`src/rtl/queue_receiver_module.sv`:
```
// Receive-side FIFO of a KPN channel: absorbs a non-stallable token stream and
// hands tokens to the consumer as registered data with a one-cycle valid pulse.
module queue_receiver_module #(
   parameter int BITS_NUMBER   = 16,
   parameter int FIFO_ELEMENTS = 5
) (
   input  logic                     clk,
   input  logic                     rst_n,
   input  logic                     wr,
   input  logic [BITS_NUMBER-1:0]   input_1,
   input  logic                     rd,
   output logic [BITS_NUMBER-1:0]   output_1,
   output logic                     valid_out,
   output logic                     empty,
   output logic                     full,
   output logic [FIFO_ELEMENTS:0]   count,
   output logic                     overflow
);

   localparam int DEPTH = 2**FIFO_ELEMENTS;
   localparam logic [FIFO_ELEMENTS:0] FULL_CNT = {1'b1, {FIFO_ELEMENTS{1'b0}}};

   logic [BITS_NUMBER-1:0]   mem_q [DEPTH];
   logic [FIFO_ELEMENTS-1:0] w_ptr_q, w_ptr_d, r_ptr_q, r_ptr_d;
   logic [FIFO_ELEMENTS:0]   count_q, count_d;
   logic                     empty_q, full_q, valid_q, ovf_q, ovf_d;
   logic [BITS_NUMBER-1:0]   out_q;
   logic                     wr_en, rd_en;

   // A pop frees a slot in the same cycle, so a write is still taken when full.
   assign wr_en = wr && (!full_q || rd);
   assign rd_en = rd && !empty_q;

   always_comb begin
      w_ptr_d = w_ptr_q;
      r_ptr_d = r_ptr_q;
      count_d = count_q;
      ovf_d   = ovf_q | (wr && full_q && !rd);
      if (wr_en) w_ptr_d = w_ptr_q + 1'b1;
      if (rd_en) r_ptr_d = r_ptr_q + 1'b1;
      case ({wr_en, rd_en})
         2'b10:   count_d = count_q + 1'b1;
         2'b01:   count_d = count_q - 1'b1;
         default: count_d = count_q;
      endcase
   end

   always_ff @(posedge clk or negedge rst_n) begin
      if (!rst_n) begin
         w_ptr_q <= '0;
         r_ptr_q <= '0;
         count_q <= '0;
         empty_q <= 1'b1;
         full_q  <= 1'b0;
         out_q   <= '0;
         valid_q <= 1'b0;
         ovf_q   <= 1'b0;
      end else begin
         w_ptr_q <= w_ptr_d;
         r_ptr_q <= r_ptr_d;
         count_q <= count_d;
         empty_q <= (count_d == '0);
         full_q  <= (count_d == FULL_CNT);
         valid_q <= rd_en;
         ovf_q   <= ovf_d;
         if (rd_en) out_q <= mem_q[r_ptr_q];
      end
   end

   // Storage carries no reset; only control state does.
   always_ff @(posedge clk) begin
      if (wr_en) mem_q[w_ptr_q] <= input_1;
   end

   assign output_1  = out_q;
   assign valid_out = valid_q;
   assign empty     = empty_q;
   assign full      = full_q;
   assign count     = count_q;
   assign overflow  = ovf_q;

endmodule

```
`config.mk`:
```
export PLATFORM = sky130hd
export DESIGN_NAME = queue_receiver_module
export DESIGN_NICKNAME = d
export VERILOG_FILES = /design/src/rtl/queue_receiver_module.sv
export SDC_FILE = /design/constraint.sdc
export NUM_CORES = 1
export LEC_CHECK = 0
export CAP_MARGIN = 40
export CORE_AREA = 2 2 234 236
export CTS_BUF_LIST = sky130_fd_sc_hd__clkbuf_8
export DETAILED_ROUTE_END_ITERATION = 16
export DIE_AREA = 0 0 236 238
export PLACE_DENSITY = 0.58
export SLEW_MARGIN = 10
export SYNTH_ARGS = -nofsm -noshare
export SYNTH_HDL_FRONTEND = slang
export SYNTH_SLANG_ARGS = --single-unit
```
`constraint.sdc`:
```
create_clock -name clk -period 3 [get_ports clk]
set_clock_uncertainty 0.2 [all_clocks]
set_input_delay 0.75 -clock clk [delete_from_list [all_inputs] [get_ports clk]]
set_output_delay 0.75 -clock clk [all_outputs]
set_load 0.01 [all_outputs]
```
==> results list <==
- Number of endpoints failing setup at the final stage: 0
- Residual overflow from global routing: 0
- During synthesis, Yosys emitted a total of 0 warnings.
- Routed vias: 10,800
- Result of the run: complete, no violations
- Core area: 0.0535 sq mm
- Number of stages on the worst setup path: 1
- Fraction of layout instances using a drive strength above 1: approximately a quarter
- For the finished layout, the period the worst path requires is around 2800 ps.
- For the worst flop-to-flop path, the logic depth is 7.
- After legalization and detailed placement, the total HPWL measured 30,700 microns.
* Weighted congestion at the end of routability-driven global placement: 0.783
- The detail route stage leaves a number of antenna-violating nets equal to 0.
- In this run the biggest area consumer among cell types represents 72.4% of the synthesized area.
* Post-synthesis cell type with the largest combined area: sky130_fd_sc_hd__edfxtp_1
* Largest voltage drop on the vdd net: 0.000361 V
- Initial DRT Pass Iterations: 5
- TritonCTS clock tree: built
- For the worst-skew pair, the clock arrives at the later sink with an insertion delay of between 600 and 700 ps.
* # DRC: 0
* Root cell of the clock tree: sky130_fd_sc_hd__clkbuf_8
- The hold violation count in the final report came to 0.
- Dividing total power by cell area gives a power density of 884 mW/mm^2.
- The via count of the first global-routing pass was 11,100.
* Cells traversed along the worst timing path: clkdlybuf4s50_1
* Final setup TNS: 0 ps
- Measured against its own limit, the worst slew margin works out to 58.5%.
- The initial antenna violation count came to 1.
- Area growth from synthesis to final layout: 19.1%
- R2r endpoint: output_1[10]
- Average size of a mapped cell: 20.3 sq um
* DIE WIDTH: 236 microns
* Largest incremental delay on the critical path: ~620 ps
- Critical Path Start Type: register
* Max Slew Vio Count: 0
- CP Class: register to primary output
* Pin count of the biggest net entering global routing: 38
* Leading post-synthesis cells by cell area: sky130_fd_sc_hd__edfxtp_1, sky130_fd_sc_hd__mux4_2, sky130_fd_sc_hd__dfrtp_1, sky130_fd_sc_hd__mux2i_1, sky130_fd_sc_hd__nor2_1
- After clock tree synthesis, the clock-pin slew on the worst setup and hold paths is 60 ps.
- Global routing used 18.2% of the available tracks.
* Peak clock frequency supported by timing: 0.358 GHz
- The worst register-to-register path begins at r_ptr_q[0].
- Setup bufs post-CTS: 0
* Top-Level Pins: 46
- The slowest stage of the critical path belongs to the cell sky130_fd_sc_hd__clkdlybuf4s50_1.
- On the critical path the largest part of the delay comes from buffers and inverters.
- Commonest cells after routing, fill and taps aside: sky130_fd_sc_hd__edfxtp_1, sky130_fd_sc_hd__clkbuf_8, sky130_fd_sc_hd__mux4_2, sky130_fd_sc_hd__buf_4, sky130_fd_sc_hd__mux2i_1
* Count of max-cap constraint violations: 0
- Capturing element type of the critical path: primary output
- In this run, the number of DRC markers left after iteration 0 of detailed routing was 967.
* Unrepaired setup endpoints after global routing: false
* Setup crit start: count[2]
* Yosys reg bits: 548
- Distinct cell type count of the synthesized netlist: 51
* Site row count: 85
- Static power due to leakage: 8.49 nW
- Routed via count divided by cell count: around 5.4
* Total power draw: 0.0224 W
- In the synthesized netlist, the number of instances is 1,049.
- Summed instance area of the synthesized netlist: approximately 0.021 sq mm
- Async set or reset register ratio after synthesis: 6.57%
- Maximum net fanout on the critical path: 13
- The min-delay analysis places its worst path in the category register to register.
- Buf+Inv Stages, Crit Path: 1
* Slew @ Worst Pin: 622 ps
- Count of buffers from port buffering: 45
- Setup slack on the worst flop-to-flop path: 210 ps
- The clock drives 548 sinks.
- Leaving out fill and tap cells, the most frequent cell in the layout is sky130_fd_sc_hd__edfxtp_1.
- Number of H-tree levels: 3
- Mapped Nets: approximately 1,100
- Clock tree synthesis inserted a total of between 80 and 90 buffers.
- Final net count: 1,275
- Maximum buffer depth of the clock tree: 3
- Required time at the worst-slack endpoint: between 2000 and 2500 ps
- The first global-routing pass estimated 74,100 microns of wire.
* Critical path endpoint: count[2]
* Share of the clock period used by the worst path: 93.1%
* Top_reg_cell synth: sky130_fd_sc_hd__edfxtp_1
* Effective utilization at floorplan: 39.7%
- Data on the critical path arrives at its endpoint at 1840 ps.
- Counting flops with a built-in enable in the synthesized netlist gives 512.
* Sequential fraction of the synthesis area: 76.6%
* Die Area: 0.0562 sq mm
* Die span in y: about 240 microns
- Summed over all layers, the routed wires come to ~50,000 microns.
- Wire per inst: 25.1 microns
final cells by class:
type                    count  area (sq um)
diodes                      1          2.50
clock buffers              97          1340
clock inverters            59           282
fillers                  4510         28200
inverters                   6          22.5
multi-input cells         436          4650
flip-flops and latches    548         16300
well taps                 696           871
repair buffers            170          1850
cell usage after synthesis, types with 5 or more instances:
cell type	n
sky130_fd_sc_hd__ha_1	7
sky130_fd_sc_hd__a2111oi_1	15
sky130_fd_sc_hd__a211oi_1	32
sky130_fd_sc_hd__mux2i_1	81
sky130_fd_sc_hd__clkbuf_1	27
sky130_fd_sc_hd__inv_1	5
sky130_fd_sc_hd__buf_2	15
sky130_fd_sc_hd__nand3_1	5
sky130_fd_sc_hd__mux4_2	96
sky130_fd_sc_hd__nor2_1	71
sky130_fd_sc_hd__buf_4	9
sky130_fd_sc_hd__nand2_1	13
sky130_fd_sc_hd__xnor2_1	12
sky130_fd_sc_hd__dfrtp_1	35
sky130_fd_sc_hd__a22oi_1	16
sky130_fd_sc_hd__edfxtp_1	512
sky130_fd_sc_hd__o22ai_1	32
metrics by stage:
| step | hold WS, ps | cell area (sq um) | setup WS, ps | utilization [%] | instances |
|---|---|---|---|---|---|
| final | 285 | 25300 | 208 | 47.3 | 2013 |
| after global routing | 313 | 25300 | 109 | 47.3 | 2013 |
| after CTS | 285 | 25300 | 163 | 47.3 | 2012 |
| after detailed placement | 273 | 23700 | -301 | 44.2 | 1855 |
| after global placement | 262 | 23700 | -248 | 44.2 | 1855 |
| after floorplan | 254 | 21300 | 116 | - | 1049 |
worst min path at each step:
stage	end	start	slack (ps)	cells after the start
after global routing	r_ptr_q[4]	r_ptr_q[4]	310	1
final	overflow	overflow	290	1
after floorplan	count[0]	rst_n	250	0
after CTS	overflow	overflow	280	1
after global placement	overflow	overflow	260	1
after detailed placement	overflow	overflow	270	1
state kept, by name (all words and copies together), names as in the netlist:
signal / count
mem_q: 512
output_1: 16
count: 6
r_ptr_q: 5
w_ptr_q: 5
empty: 1
full: 1
overflow: 1
valid_out: 1
routing by layer:
| layer | GRT usage (%) | part of all wire [%] | vias up |
|---|---|---|---|
| met3 | 3.31 | 5.4 | 85 |
| met5 | 0 | 0 | - |
| li1 | - | - | 4728 |
| met4 | 7.60 | 3.1 | 0 |
| met2 | 28.4 | 47 | 317 |
| met1 | 25.5 | 45 | 5678 |
logic make-up after synthesis:
group	count (synthesis)	synth area share, %
DFF	548	76.6
muxes	180	14.2
and+or+nand+nor	123	2.77
buffers and inverters	65	1.54
xor gates and xnor gates	13	0.536
adders and majority gates	7	0.412
AOI/OAI and AO/OA	113	3.99
report_power, final:
group	leakage, nW	internal [W]	switching, W
clock network	0.949	0.00311	0.00278
registers	5.03	0.00907	0.000437
logic	2.51	0.00323	0.00373
total	8.49	0.0154	0.00694
timing repair:
item,4_1_cts,5_1_grt
resized for setup,0,1
setup endpoints to repair,0,1
endpoints found under the hold margin,12,0
hold buffers,1,0
Power figures use the tool's default switching activity.
